## src/rtl/half_adder_bist_pkg.sv

```systemverilog
// Shared types and helpers for the half-adder self-test controller.
package ha_bist_pkg;

   typedef enum logic [1:0] {
      IDLE  = 2'd0,
      APPLY = 2'd1,
      CHECK = 2'd2,
      DONE  = 2'd3
   } ha_bist_state_t;

   localparam int HA_NUM_VECTORS = 4;

   // Golden half-adder response, packed as {sum, carry}.
   function automatic logic [1:0] ha_expect(input logic a, input logic b);
      return {a ^ b, a & b};
   endfunction

endpackage

```

## src/rtl/half_adder_bist_if.sv

```systemverilog
// Control/status and DUT-drive signals of the half-adder self-test controller.
interface half_adder_bist_if;
   logic       start;
   logic       busy;
   logic       done;
   logic       pass;
   logic [2:0] err_count;
   logic [1:0] fail_vec;
   logic       fail_valid;
   logic       dut_a;
   logic       dut_b;
   logic       dut_s;
   logic       dut_c;

   // Environment side: host control plus the half adder under test.
   modport master (
      output start,
      input  busy, done, pass, err_count, fail_vec, fail_valid,
      input  dut_a, dut_b,
      output dut_s, dut_c
   );

   // Self-test controller side.
   modport slave (
      input  start,
      output busy, done, pass, err_count, fail_vec, fail_valid,
      output dut_a, dut_b,
      input  dut_s, dut_c
   );
endinterface

```

## src/rtl/half_adder_bist.sv

```systemverilog
// Self-test controller: walks the four half-adder input vectors, holds each
// for SETTLE_CYCLES, samples the adder on the following cycle and records
// mismatches, the first failing vector and an overall pass flag.
module half_adder_bist
   import ha_bist_pkg::*;
#(
   parameter int SETTLE_CYCLES = 3
) (
   input logic              clk,
   input logic              rst,
   half_adder_bist_if.slave bus
);

   localparam int                CW       = $clog2(SETTLE_CYCLES + 1);
   localparam logic [CW-1:0]     CNT_LAST = CW'(SETTLE_CYCLES - 1);
   localparam logic [1:0]        VEC_LAST = 2'(HA_NUM_VECTORS - 1);

   ha_bist_state_t state_r;
   logic [1:0]     vec_r;
   logic [CW-1:0]  cnt_r;
   logic           busy_r;
   logic           done_r;
   logic           pass_r;
   logic [2:0]     err_count_r;
   logic [1:0]     fail_vec_r;
   logic           fail_valid_r;
   logic           dut_a_r;
   logic           dut_b_r;

   logic [1:0]     exp_s;
   logic           mismatch_s;
   logic [2:0]     err_next_s;

   // Compare the sampled adder outputs against the golden response.
   always_comb begin
      exp_s      = ha_expect(dut_a_r, dut_b_r);
      mismatch_s = ({bus.dut_s, bus.dut_c} != exp_s);
      err_next_s = err_count_r + {2'b00, mismatch_s};
   end

   // Test sequencer: state, vector/settle counters and registered results.
   always_ff @(posedge clk) begin
      if (rst) begin
         state_r      <= IDLE;
         vec_r        <= 2'd0;
         cnt_r        <= '0;
         busy_r       <= 1'b0;
         done_r       <= 1'b0;
         pass_r       <= 1'b0;
         err_count_r  <= 3'd0;
         fail_vec_r   <= 2'd0;
         fail_valid_r <= 1'b0;
         dut_a_r      <= 1'b0;
         dut_b_r      <= 1'b0;
      end else begin
         case (state_r)
            IDLE, DONE: begin
               if (bus.start) begin
                  state_r      <= APPLY;
                  vec_r        <= 2'd0;
                  cnt_r        <= '0;
                  busy_r       <= 1'b1;
                  done_r       <= 1'b0;
                  pass_r       <= 1'b0;
                  err_count_r  <= 3'd0;
                  fail_vec_r   <= 2'd0;
                  fail_valid_r <= 1'b0;
                  dut_a_r      <= 1'b0;
                  dut_b_r      <= 1'b0;
               end else begin
                  state_r <= state_r;
               end
            end
            APPLY: begin
               if (cnt_r == CNT_LAST) begin
                  state_r <= CHECK;
               end else begin
                  cnt_r <= cnt_r + {{(CW-1){1'b0}}, 1'b1};
               end
            end
            CHECK: begin
               err_count_r <= err_next_s;
               // Only the first mismatch of a run is reported as fail_vec.
               if (mismatch_s && !fail_valid_r) begin
                  fail_vec_r   <= vec_r;
                  fail_valid_r <= 1'b1;
               end else begin
                  fail_valid_r <= fail_valid_r;
               end
               if (vec_r == VEC_LAST) begin
                  state_r <= DONE;
                  busy_r  <= 1'b0;
                  done_r  <= 1'b1;
                  pass_r  <= (err_next_s == 3'd0);
                  dut_a_r <= 1'b0;
                  dut_b_r <= 1'b0;
               end else begin
                  state_r            <= APPLY;
                  vec_r              <= vec_r + 2'd1;
                  cnt_r              <= '0;
                  {dut_a_r, dut_b_r} <= vec_r + 2'd1;
               end
            end
            default: begin
               state_r <= IDLE;
               busy_r  <= 1'b0;
               done_r  <= 1'b0;
            end
         endcase
      end
   end

   assign bus.busy       = busy_r;
   assign bus.done       = done_r;
   assign bus.pass       = pass_r;
   assign bus.err_count  = err_count_r;
   assign bus.fail_vec   = fail_vec_r;
   assign bus.fail_valid = fail_valid_r;
   assign bus.dut_a      = dut_a_r;
   assign bus.dut_b      = dut_b_r;

endmodule

```

## src/flat_wrapper.sv

```systemverilog
// flat-port wrapper written by rule: the top's interface ports become plain ports
module half_adder_bist_flat import ha_bist_pkg::*;
#(
   parameter int SETTLE_CYCLES = 3
)
  (clk, rst, bus_start, bus_busy, bus_done, bus_pass, bus_err_count, bus_fail_vec, bus_fail_valid, bus_dut_a, bus_dut_b, bus_dut_s, bus_dut_c);
  half_adder_bist_if bus_i ();
  input logic clk;
  input logic rst;
  input wire logic [$bits(bus_i.start)-1:0] bus_start;
  output wire logic [$bits(bus_i.busy)-1:0] bus_busy;
  output wire logic [$bits(bus_i.done)-1:0] bus_done;
  output wire logic [$bits(bus_i.pass)-1:0] bus_pass;
  output wire logic [$bits(bus_i.err_count)-1:0] bus_err_count;
  output wire logic [$bits(bus_i.fail_vec)-1:0] bus_fail_vec;
  output wire logic [$bits(bus_i.fail_valid)-1:0] bus_fail_valid;
  output wire logic [$bits(bus_i.dut_a)-1:0] bus_dut_a;
  output wire logic [$bits(bus_i.dut_b)-1:0] bus_dut_b;
  input wire logic [$bits(bus_i.dut_s)-1:0] bus_dut_s;
  input wire logic [$bits(bus_i.dut_c)-1:0] bus_dut_c;
  assign bus_i.start = bus_start;
  assign bus_busy = bus_i.busy;
  assign bus_done = bus_i.done;
  assign bus_pass = bus_i.pass;
  assign bus_err_count = bus_i.err_count;
  assign bus_fail_vec = bus_i.fail_vec;
  assign bus_fail_valid = bus_i.fail_valid;
  assign bus_dut_a = bus_i.dut_a;
  assign bus_dut_b = bus_i.dut_b;
  assign bus_i.dut_s = bus_dut_s;
  assign bus_i.dut_c = bus_dut_c;
  half_adder_bist #(.SETTLE_CYCLES(SETTLE_CYCLES)) u_core (.clk(clk), .rst(rst), .bus(bus_i));
endmodule
```

## config.mk

```make
export PLATFORM = sky130hd
export DESIGN_NAME = half_adder_bist_flat
export DESIGN_NICKNAME = d
export VERILOG_FILES = /design/src/rtl/half_adder_bist_pkg.sv /design/src/rtl/half_adder_bist_if.sv /design/src/rtl/half_adder_bist.sv /design/src/flat_wrapper.sv
export SDC_FILE = /design/constraint.sdc
export NUM_CORES = 1
export LEC_CHECK = 0
export CORE_UTILIZATION = 35
export DETAILED_ROUTE_END_ITERATION = 10
export RECOVER_POWER = 50
export SYNTH_ARGS = -nofsm -noshare
export SYNTH_HDL_FRONTEND = slang
export SYNTH_SLANG_ARGS = --single-unit
```

## constraint.sdc

```tcl
create_clock -name clk -period 6.2 [get_ports clk]
set_input_delay 0.62 -clock clk [delete_from_list [all_inputs] [get_ports clk]]
set_output_delay 0.62 -clock clk [all_outputs]
set_load 0.03 [all_outputs]
```

==> metrics.yaml, run 1 <==
outcome:
  status: "finished, final reports clean"
synth:
  flops_latches_synth: 17
  post_synth.cell_area_avg_sq_um: 8.44
  synth.distinct_cells: 31
  syn-instance-count: 109
  synthesis.yosys.warnings: 0
  syn-num-nets: 122
  mappedNetlistArea_sq_um: 920
  yosysSeqAreaShare: 0.370
setup_path:
  end_kind: "flip-flop"
  critical_path.startpoint_type: "input pin"
  reg2reg_setup_slack_ns: 3.93
  worstSetupPathType: "input pin to flip-flop"
  critical_path.reg2reg.startpoint: "u_core.bus.dut_b$_SDFFE_PP0P_"
  crit_fanout: 3
  reg2reg_depth: 9
  cp_data_required_time_ns: 6.43
  critical_path.reg2reg.endpoint: "u_core.bus.pass$_SDFFE_PP0P_"
  critical_path_arrival_ns: 2.63
route:
  wl_um: 1850
  routed_via_density: 5.39
  detailedRoute.firstPassIterationCount: 4
  route.detailed.drc: 0
  wl_per_cell_um: 12.1
  via_count_of_the_routed_design: 824
  detail-route-antenna-nets: 0
  first_iter_violations: 28
final_layout:
  flow.area_growth_from_synthesis_pct: 19.6
  fillcell_total: 263
  nNetsFinal: 137
  finalCoreUtilization: 0.444
  sequential_cell_area_sq_um: 340
  multi_input_comb_area_sq_um: 534
  final_layout_size_suffix_gt1_frac: 0.0488
  diodes: 0
hold_path:
  holdCritStartpoint: "u_core.cnt_r[0]$_SDFFE_PP0P_"
  timing.hold.worst_endpoint: "u_core.cnt_r[0]$_SDFFE_PP0P_"
  hold_path.class: "flip-flop to flip-flop"
  min_path_cells: 2
clock_network:
  cts_resized: 0
  clkLatencyLatePin_ns: 0.30
  cts-htree-levels: 1
  clock_tree.root_cell: "sky130_fd_sc_hd__clkbuf_4"
  cts_tree: "yes"
  cts_setup_buffers: 0
  cts.hold.buffers_added: 0
  cts.reportedPaths.clkPinSlew_ns: 0.10
  cts_inserted_buffers: 3
  cts.sinks: 17
  clock_tree.buffer_depth: 2
timing:
  finalCriticalPeriod_ns: 2.39
  clock.fmax_mhz: 418
  finClkSkew_ns: 0.00590
  final-max-slew-violation-count: 0
  timing.final.setup_violations: 0
  timing_hold_violations_final: 0
  tns_ns: 0
  slew_headroom: 0.428
  timing.final.crit_share: 0.386
  rsz_0062_raised_after_global_routing: "no"
  worst_slew_pin_slew_ns: 0.849
pwr:
  worst_ir_drop_vdd_mv: 0.102
  power_per_cell_area_nw_per_um2: 190
  power_leakage_nw: 0.421
floorplanning:
  die_height_um: 53.3
  core_box_area_sq_um: 2480
  core.rowCount: 18
  die-area_sq_um: 2840
  initial_core_util: 0.371
  die_w_um: 53.3
  io_pins: 16
grt:
  grt-ovfl-total: 0
  grt_use_total: 0.160
  grt_start_max_net_pins: 19
  antenna_violations_before_repair: 0
  number_of_global_route_vias_before_repair: 730
  grt_first_pass_wirelength_um: 3240
placed_design:
  port-buffer-count: 15
  finalWeightedCongestion: 0.869
  dp_hpwl_um: 1330
job:
  maxCapViolCount: 0
## how the worst max path moves through the flow
| stage | start | to | cells past startpoint |
|---|---|---|---|
| after floorplan | u_core.bus.dut_a$_SDFFE_PP0P_ | u_core.bus.pass$_SDFFE_PP0P_ | 9 |
| after global placement | bus_dut_c | u_core.bus.pass$_SDFFE_PP0P_ | 9 |
| after detailed placement | bus_dut_c | u_core.bus.pass$_SDFFE_PP0P_ | 9 |
| after CTS | bus_dut_c | u_core.bus.pass$_SDFFE_PP0P_ | 9 |
| after global routing | bus_dut_c | u_core.bus.pass$_SDFFE_PP0P_ | 9 |
| final | bus_dut_c | u_core.bus.pass$_SDFFE_PP0P_ | 9 |
## routing by layer
metal,track usage,part of all wire
met1,0.204,0.48
met2,0.250,0.45
met3,0.0259,0.041
met4,0.0921,0.024
met5,0,0
## Yosys cell counts
| cell | number | area share |
|---|---|---|
| sky130_fd_sc_hd__a2bb2oi_1 | 1 | 0.0095 |
| sky130_fd_sc_hd__and2_4 | 1 | 0.0095 |
| sky130_fd_sc_hd__a22oi_1 | 5 | 0.041 |
| sky130_fd_sc_hd__o21ai_2 | 1 | 0.0095 |
| sky130_fd_sc_hd__or2_2 | 1 | 0.0068 |
| sky130_fd_sc_hd__nor3b_2 | 1 | 0.014 |
| sky130_fd_sc_hd__nor3_1 | 4 | 0.022 |
| sky130_fd_sc_hd__nor3b_1 | 1 | 0.0082 |
| sky130_fd_sc_hd__nor2_1 | 13 | 0.053 |
| sky130_fd_sc_hd__o41ai_1 | 1 | 0.0095 |
| sky130_fd_sc_hd__nor2b_1 | 2 | 0.014 |
| sky130_fd_sc_hd__nand2b_1 | 6 | 0.041 |
| sky130_fd_sc_hd__o2bb2ai_1 | 2 | 0.019 |
| sky130_fd_sc_hd__nand3b_1 | 1 | 0.0082 |
| sky130_fd_sc_hd__o21bai_1 | 1 | 0.0082 |
| sky130_fd_sc_hd__buf_6 | 1 | 0.012 |
| sky130_fd_sc_hd__and2_1 | 1 | 0.0068 |
| sky130_fd_sc_hd__dfxtp_1 | 17 | 0.37 |
| sky130_fd_sc_hd__nand4_1 | 1 | 0.0068 |
| sky130_fd_sc_hd__ha_1 | 8 | 0.11 |
| sky130_fd_sc_hd__buf_2 | 2 | 0.011 |
| sky130_fd_sc_hd__nand3_1 | 2 | 0.011 |
| sky130_fd_sc_hd__xor2_1 | 3 | 0.029 |
| sky130_fd_sc_hd__clkbuf_1 | 2 | 0.0082 |
| sky130_fd_sc_hd__a21oi_1 | 11 | 0.060 |
| sky130_fd_sc_hd__a222oi_1 | 1 | 0.011 |
| sky130_fd_sc_hd__nand2_1 | 9 | 0.037 |
| sky130_fd_sc_hd__a211oi_1 | 1 | 0.0082 |
| sky130_fd_sc_hd__inv_1 | 3 | 0.012 |
| sky130_fd_sc_hd__and2b_2 | 1 | 0.0095 |
| sky130_fd_sc_hd__o21ai_0 | 5 | 0.027 |
## critical path, stage by stage
cell                              delay [ns]
sky130_fd_sc_hd__clkdlybuf4s50_1        0.41
sky130_fd_sc_hd__xor2_1                 0.17
sky130_fd_sc_hd__or2_2                  0.31
sky130_fd_sc_hd__ha_1                   0.19
sky130_fd_sc_hd__ha_1                   0.21
sky130_fd_sc_hd__xor2_1                 0.16
sky130_fd_sc_hd__o41ai_1                0.32
sky130_fd_sc_hd__a222oi_1               0.11
sky130_fd_sc_hd__nor2_1                 0.12
## sequential cells by signal, indices dropped and copies added (netlist names)
name,cells
u_core.bus.busy,1
u_core.bus.done,1
u_core.bus.dut_a,1
u_core.bus.dut_b,1
u_core.bus.err_count,3
u_core.bus.fail_valid,1
u_core.bus.fail_vec,2
u_core.bus.pass,1
u_core.cnt_r,2
u_core.state_r,2
u_core.vec_r,2
## power by group
part | switching [mW] | internal, mW | total [mW]
Sequential | 0.00195 | 0.112 | 0.114
Clock | 0.0354 | 0.0251 | 0.0605
Combinational | 0.0216 | 0.0133 | 0.0350
Total | 0.0590 | 0.150 | 0.209
## cell usage in the layout (no fill, tap or decap), types with 4 or more instances in the layout
cell	count
sky130_fd_sc_hd__nand2_1	9
sky130_fd_sc_hd__dfxtp_1	17
sky130_fd_sc_hd__nand2b_1	6
sky130_fd_sc_hd__nor3_1	4
sky130_fd_sc_hd__a21oi_1	11
sky130_fd_sc_hd__nor2_1	13
sky130_fd_sc_hd__ha_1	8
sky130_fd_sc_hd__o21ai_0	6
sky130_fd_sc_hd__clkdlybuf4s50_1	12
sky130_fd_sc_hd__a22oi_1	5
## metrics by stage
step | std cells | instance area (sq um) | power [mW] | hold slack (ns) | setup slack, ns
2_1_floorplan | 109 | 920 | 0.144 | 0.432 | 3.87
3_3_place_gp | 149 | 1080 | 0.152 | 0.445 | 3.56
3_5_place_dp | 149 | 1080 | 0.153 | 0.450 | 3.51
4_1_cts | 153 | 1100 | 0.215 | 0.465 | 3.82
5_1_grt | 153 | 1100 | 0.226 | 0.516 | 3.66
6_report | 153 | 1100 | 0.209 | 0.461 | 3.81
## kinds of logic (layout without fill, tap and decap cells)
logic type | Yosys count | count (layout) | share of synthesized area
compound gates | 29 | 29 | 0.203
xor+xnor | 3 | 3 | 0.0286
fa+ha+maj | 8 | 8 | 0.109
buf+inv | 8 | 22 | 0.0435
flops | 17 | 17 | 0.370
simple gates | 44 | 44 | 0.246
## layout make-up
class | count | area share
Inverter | 3 | 0.0102
Clock buffer | 4 | 0.0239
Multi-Input combinational cell | 84 | 0.486
Sequential cell | 17 | 0.309
Tap cell | 30 | 0.0341
Timing Repair Buffer | 15 | 0.137
Note: power is estimated with default switching activity, not from simulation.
==> run 2: changes to the inputs <==
Clock period 6.2 ns to 2.2 ns, I/O delays scaled along.
==> metrics.yaml, run 2 (same netlist as run 1, synthesis figures left out) <==
final_layout:
  diodes: 0  # unchanged
  sequential_cell_area_sq_um: 343  # was 340 sq um
  fillcell_total: 257  # was 263
  post-route-cell-area_sq_um: 1180  # was 1100 sq um
  flow.area_growth_from_synthesis_pct: 28.4  # was 19.6%
  multi_input_comb_area_sq_um: 594  # was 534 sq um
  final_cell_mix: "sky130_fd_sc_hd__dfxtp_1, sky130_fd_sc_hd__nor2_1, sky130_fd_sc_hd__a21oi_1"  # was sky130_fd_sc_hd__dfxtp_1, sky130_fd_sc_hd__nor2_1, sky130_fd_sc_hd__clkdlybuf4s50_1
  largest_register_ffs: 3  # unchanged
  nNetsFinal: 140  # was 137
  finalCoreUtilization: 0.477  # was 0.444
  final_common_cell: "sky130_fd_sc_hd__dfxtp_1"  # unchanged
  final_layout_size_suffix_gt1_frac: 0.127  # was 0.0488
grt:
  antenna_violations_before_repair: 0  # unchanged
  grt_use_total: 0.166  # was 0.160
  grt-ovfl-total: 0  # unchanged
  grt_start_max_net_pins: 19  # unchanged
  grt_first_pass_wirelength_um: 3330  # was 3240 um
  number_of_global_route_vias_before_repair: 726  # was 730
setup_path:
  critical_path.startpoint_type: "flip-flop"  # was input pin
  critical_path_arrival_ns: 2.22  # was 2.63 ns
  crit_fanout: 3  # unchanged
  cp_data_required_time_ns: 2.37  # was 6.43 ns
  worstSetupPathType: "flip-flop to flip-flop"  # was input pin to flip-flop
  end_kind: "flip-flop"  # unchanged
  critical_path.reg2reg.endpoint: "u_core.bus.pass$_SDFFE_PP0P_"  # unchanged
  reg2reg_depth: 9  # unchanged
  reg2reg_setup_slack_ns: 0.15  # was 3.93 ns
  critical_path.reg2reg.startpoint: "u_core.bus.dut_a$_SDFFE_PP0P_"  # was u_core.bus.dut_b$_SDFFE_PP0P_
floorplanning:
  core_box_area_sq_um: 2480  # unchanged
  die-area_sq_um: 2840  # unchanged
  die_w_um: 53.3  # unchanged
  io_pins: 16  # unchanged
  die_height_um: 53.3  # unchanged
  core.rowCount: 18  # unchanged
  initial_core_util: 0.371  # unchanged
clock_network:
  cts-htree-levels: 1  # unchanged
  clock_tree.buffer_depth: 2  # unchanged
  cts_inserted_buffers: 3  # unchanged
  cts.sinks: 17  # unchanged
  clkLatencyLatePin_ns: 0.29  # was 0.30 ns
  cts_tree: "yes"  # unchanged
  cts.hold.buffers_added: 0  # unchanged
  clock_tree.root_cell: "sky130_fd_sc_hd__clkbuf_4"  # unchanged
  cts.reportedPaths.clkPinSlew_ns: 0.10  # about the same
route:
  detail-route-antenna-nets: 0  # unchanged
  via_count_of_the_routed_design: 794  # was 824
  routed.top_layer: "met4"  # unchanged
  met3_length_um: 86  # was 76 um
  wl_um: 1900  # was 1850 um
  detailedRoute.firstPassIterationCount: 4  # unchanged
  wl_per_cell_um: 12.2  # was 12.1 um
  routed_metal_1_wirelength_um: 905  # was 891 um
  first_iter_violations: 18  # was 28
  dr_wl_met2_um: 891  # was 833 um
  route.detailed.drc: 0  # unchanged
  routed_via_density: 5.09  # was 5.39
timing:
  final-max-slew-violation-count: 0  # unchanged
  finalCriticalPeriod_ns: 2.05
  timing.final.crit_share: 0.930
  timing.final.setup_violations: 0  # unchanged
  rsz_0062_raised_after_global_routing: "no"  # unchanged
  finClkSkew_ns: 0.00232  # was 0.00590 ns
  slew_headroom: 0.572  # was 0.428
  clock.fmax_mhz: 489
  worst_slew_pin_slew_ns: 0.640  # was 0.849 ns
  timing_hold_violations_final: 0  # unchanged
placed_design:
  dp_hpwl_um: 1360  # was 1330 um
  finalWeightedCongestion: 0.784  # was 0.869
  postPlaceCellArea_sq_um: 1100  # was 1080 sq um
  port-buffer-count: 15  # unchanged
hold_path:
  timing.hold.worst_endpoint: "u_core.cnt_r[0]$_SDFFE_PP0P_"  # unchanged
  holdCritStartpoint: "u_core.cnt_r[0]$_SDFFE_PP0P_"  # unchanged
  min_path_cells: 2  # unchanged
  hold_path.class: "flip-flop to flip-flop"  # unchanged
outcome:
  status: "finished, final reports clean"  # unchanged
job:
  maxCapViolCount: 0  # unchanged
pwr:
  power_leakage_nw: 0.462  # was 0.421 nW
  worst_ir_drop_vdd_mv: 0.379  # was 0.102 mV
  power_per_cell_area_nw_per_um2: 502  # was 190 nW/um^2
## run 2: cell type report
cell class              instances  area share
flip-flops and latches         17       0.290
multi-input cells              84       0.503
inverters                       3     0.00953
repair buffers                 18       0.143
clock buffers                   4      0.0222
well taps                      30      0.0318
## run 2: worst max path at each step
stage                                              end                          start  slack [ns]
final                     u_core.bus.pass$_SDFFE_PP0P_  u_core.bus.dut_a$_SDFFE_PP0P_        0.15
after global routing      u_core.bus.pass$_SDFFE_PP0P_  u_core.bus.dut_b$_SDFFE_PP0P_        0.03
after CTS                 u_core.bus.pass$_SDFFE_PP0P_  u_core.bus.dut_b$_SDFFE_PP0P_        0.02
after detailed placement  u_core.bus.pass$_SDFFE_PP0P_                      bus_dut_c       -0.07
after global placement    u_core.bus.pass$_SDFFE_PP0P_                      bus_dut_c       -0.03
after floorplan           u_core.bus.pass$_SDFFE_PP0P_  u_core.bus.dut_a$_SDFFE_PP0P_      0.0008
## run 2: metal layers
layer,up-vias,track usage
li1,416,-
met4,0,0.0395
met1,356,0.198
met5,-,0
met3,5,0.0603
met2,17,0.279
## run 2: stage by stage
| stage | std cells | power, mW | setup slack [ns] | hold WS (ns) | setup TNS, ns |
|---|---|---|---|---|---|
| 4_1_cts | 156 | 0.611 | 0.0246 | 0.468 | 0 |
| 3_3_place_gp | 152 | 0.432 | -0.0328 | 0.445 | -0.0328 |
| 2_1_floorplan | 109 | 0.406 | 0.000819 | 0.432 | 0 |
| 5_1_grt | 156 | 0.633 | 0.0316 | 0.496 | 0 |
| 6_report | 156 | 0.593 | 0.154 | 0.461 | 0 |
| 3_5_place_dp | 152 | 0.433 | -0.0737 | 0.454 | -0.0737 |
## run 2: worst max-delay path: stages (launching register included)
cell and delay, ns:
sky130_fd_sc_hd__dfxtp_2 0.38, sky130_fd_sc_hd__ha_4 0.20, sky130_fd_sc_hd__xor2_1 0.16, sky130_fd_sc_hd__or2_4 0.24
sky130_fd_sc_hd__ha_2 0.19, sky130_fd_sc_hd__ha_4 0.18, sky130_fd_sc_hd__xor2_4 0.15, sky130_fd_sc_hd__nor3_1 0.06
sky130_fd_sc_hd__a222oi_1 0.30, sky130_fd_sc_hd__nor2_1 0.06
## run 2: repair_timing
item                       in CTS  in global routing
setup buffers                   0                  0
hold endpoints to repair        0                  0
setup endpoints to repair       1                  2
resized for setup               3                  5
pin swaps                       1                  1
cloned                          0                  0
## run 2: report_power, final
part	switching [mW]	internal, mW
clock network	0.0990	0.0706
registers	0.00572	0.315
logic	0.0628	0.0397
==> run 3: changes to the inputs <==
Settings changed: CORE_ASPECT_RATIO set to 0.6.
==> metrics.yaml, run 3 (same netlist as run 1, synthesis figures left out) <==
final_layout:
  post-route-cell-area_sq_um: 1210  # was 1180 sq um
  final_cell_mix: "sky130_fd_sc_hd__dfxtp_1, sky130_fd_sc_hd__nor2_1, sky130_fd_sc_hd__a21oi_1"  # unchanged
  diodes: 0  # unchanged
  finalCoreUtilization: 0.522  # was 0.477
  fillcell_total: 227  # was 257
  flow.area_growth_from_synthesis_pct: 32.0  # was 28.4%
  largest_register_ffs: 3  # unchanged
  nNetsFinal: 141  # was 140
  final_layout_size_suffix_gt1_frac: 0.150  # was 0.127
  final_common_cell: "sky130_fd_sc_hd__dfxtp_1"  # unchanged
floorplanning:
  core_box_area_sq_um: 2330  # was 2480 sq um
  initial_core_util: 0.395  # was 0.371
  io_pins: 16  # unchanged
  die_height_um: 41.7  # was 53.3 um
  die-area_sq_um: 2840  # about the same
  die_w_um: 68.2  # was 53.3 um
  core.rowCount: 13  # was 18
timing:
  finalCriticalPeriod_ns: 2.06  # was 2.05 ns
  tns_ns: 0  # unchanged
  timing.final.crit_share: 0.934  # was 0.930
  timing_hold_violations_final: 0  # unchanged
  timing.final.setup_violations: 0  # unchanged
  slew_headroom: 0.536  # was 0.572
  worst_slew_pin_slew_ns: 0.694  # was 0.640 ns
  final-max-slew-violation-count: 0  # unchanged
  clock.fmax_mhz: 487  # was 489 MHz
  finClkSkew_ns: 0.00166  # was 0.00232 ns
clock_network:
  cts_tree: "yes"  # unchanged
  cts-htree-levels: 1  # unchanged
  cts.sinks: 17  # unchanged
  clock_tree.buffer_depth: 2  # unchanged
  cts.hold.buffers_added: 0  # unchanged
  cts_inserted_buffers: 3  # unchanged
  clkLatencyLatePin_ns: 0.25  # was 0.29 ns
  clock_tree.root_cell: "sky130_fd_sc_hd__clkbuf_8"  # was sky130_fd_sc_hd__clkbuf_4
  cts.reportedPaths.clkPinSlew_ns: 0.07  # was 0.10 ns
setup_path:
  cpMostUsedCell: "sky130_fd_sc_hd__ha_4"  # unchanged
  worst_path_max_delay_cell: "sky130_fd_sc_hd__dfxtp_2"  # unchanged
  cp_slowest_stage_delay_ns: 0.34  # was 0.38 ns
  crit_fanout: 2  # was 3
  critical_path.top_delay_family: "adder cells"  # unchanged
  critical_path.startpoint_type: "flip-flop"  # unchanged
  cp_cell_sequence: "ha_4 -> xor2_1 -> or2_4 -> ha_2 -> ha_4 -> xor2_4 -> nor3_2 -> a222oi_1 -> nor2_1"  # was ha_4 -> xor2_1 -> or2_4 -> ha_2 -> ha_4 -> xor2_4 -> nor3_1 -> a222oi_1 -> nor2_1
  worstSetupPathType: "flip-flop to flip-flop"  # unchanged
  crit_cells: 9  # unchanged
  end_kind: "flip-flop"  # unchanged
  reg2reg_depth: 9  # unchanged
  critical_path_arrival_ns: 2.17  # was 2.22 ns
  worst-path-buf-inv: 0  # unchanged
  cp_data_required_time_ns: 2.32  # was 2.37 ns
route:
  wl_per_cell_um: 12.9  # was 12.2 um
  via_count_of_the_routed_design: 792  # was 794
  detailedRoute.firstPassIterationCount: 4  # unchanged
  detail-route-antenna-nets: 0  # unchanged
  first_iter_violations: 40  # was 18
  wl_um: 2030  # was 1900 um
  routed_via_density: 5.04  # was 5.09
  route.detailed.drc: 0  # unchanged
grt:
  grt_use_total: 0.154  # was 0.166
  grt_start_max_net_pins: 19  # unchanged
  number_of_global_route_vias_before_repair: 699  # was 726
  grt_first_pass_wirelength_um: 3180  # was 3330 um
  antenna_violations_before_repair: 0  # unchanged
  grt-ovfl-total: 0  # unchanged
pwr:
  power_per_cell_area_nw_per_um2: 551  # was 502 nW/um^2
  worst_ir_drop_vdd_mv: 0.395  # was 0.379 mV
  power_leakage_nw: 0.471  # was 0.462 nW
  fin_total_pwr_mw: 0.668  # was 0.593 mW
placed_design:
  postPlaceCellArea_sq_um: 1100  # unchanged
  port-buffer-count: 15  # unchanged
  finalWeightedCongestion: 0.755  # was 0.784
  dp_hpwl_um: 1420  # was 1360 um
outcome:
  status: "finished, final reports clean"  # unchanged
hold_path:
  hold_path.class: "flip-flop to flip-flop"  # unchanged
  min_path_cells: 2  # unchanged
job:
  maxCapViolCount: 0  # unchanged
[run 3: cell count changes in the layout (fill, tap and decap cells not counted), sizes merged]
cell           delta
buf               +1
clkdlybuf4s50     +1
dlygate4sd3       -1
[run 3: report_power, final]
| part | internal, mW | switching [mW] |
|---|---|---|
| Combinational | 0.0438 | 0.0659 |
| Sequential | 0.316 | 0.00580 |
| Clock | 0.129 | 0.108 |
[run 3: worst paths after layout]
check | to | slack (ns) | start
max | u_core.bus.pass$_SDFFE_PP0P_ | 0.14 | u_core.bus.dut_b$_SDFFE_PP0P_
min | u_core.cnt_r[0]$_SDFFE_PP0P_ | 0.46 | u_core.cnt_r[0]$_SDFFE_PP0P_
max reg2reg | u_core.bus.pass$_SDFFE_PP0P_ | 0.14 | u_core.bus.dut_b$_SDFFE_PP0P_
min reg2reg | u_core.cnt_r[0]$_SDFFE_PP0P_ | 0.46 | u_core.cnt_r[0]$_SDFFE_PP0P_
[run 3: routing by layer]
| layer | vias up | global-route usage | wire [um] | part of all wire |
|---|---|---|---|---|
| li1 | 420 | - | - | - |
| met5 | - | 0 | 0 | 0 |
| met3 | 2 | 0.0659 | 86 | 0.042 |
| met4 | 0 | 0.0375 | 14 | 0.0069 |
| met1 | 352 | 0.242 | 1160 | 0.57 |
| met2 | 18 | 0.184 | 766 | 0.38 |
[run 3: worst reg2reg max path, stage by stage (launching register included)]
cell and delay [ns]:
sky130_fd_sc_hd__dfxtp_2 0.34, sky130_fd_sc_hd__ha_4 0.23, sky130_fd_sc_hd__xor2_1 0.16, sky130_fd_sc_hd__or2_4 0.23, sky130_fd_sc_hd__ha_2 0.18, sky130_fd_sc_hd__ha_4 0.17
sky130_fd_sc_hd__xor2_4 0.17, sky130_fd_sc_hd__nor3_2 0.05, sky130_fd_sc_hd__a222oi_1 0.29, sky130_fd_sc_hd__nor2_1 0.09
[run 3: area by class of cell]
| class | count | area [sq um] | share of cell area |
|---|---|---|---|
| Timing Repair Buffer | 19 | 176 | 0.145 |
| Sequential cell | 17 | 343 | 0.282 |
| Multi-Input combinational cell | 84 | 601 | 0.495 |
| Tap cell | 30 | 37.5 | 0.0309 |
| Clock buffer | 4 | 45.0 | 0.0371 |
| Inverter | 3 | 11.3 | 0.00928 |
[run 3: per-stage QoR]
step,hold WS (ns),instances,setup WS (ns)
after floorplan,0.432,109,0.000819
after global placement,0.442,152,-0.0391
after detailed placement,0.446,152,-0.127
after CTS,0.458,157,0.0159
after global routing,0.495,157,-0.00232
final,0.458,157,0.145
[run 3: repair_timing]
action,CTS,global route
resized for setup,4,5
setup endpoints to repair,1,1
pin swaps,2,2
endpoints found under the hold margin,0,0
buffers inserted,1,0
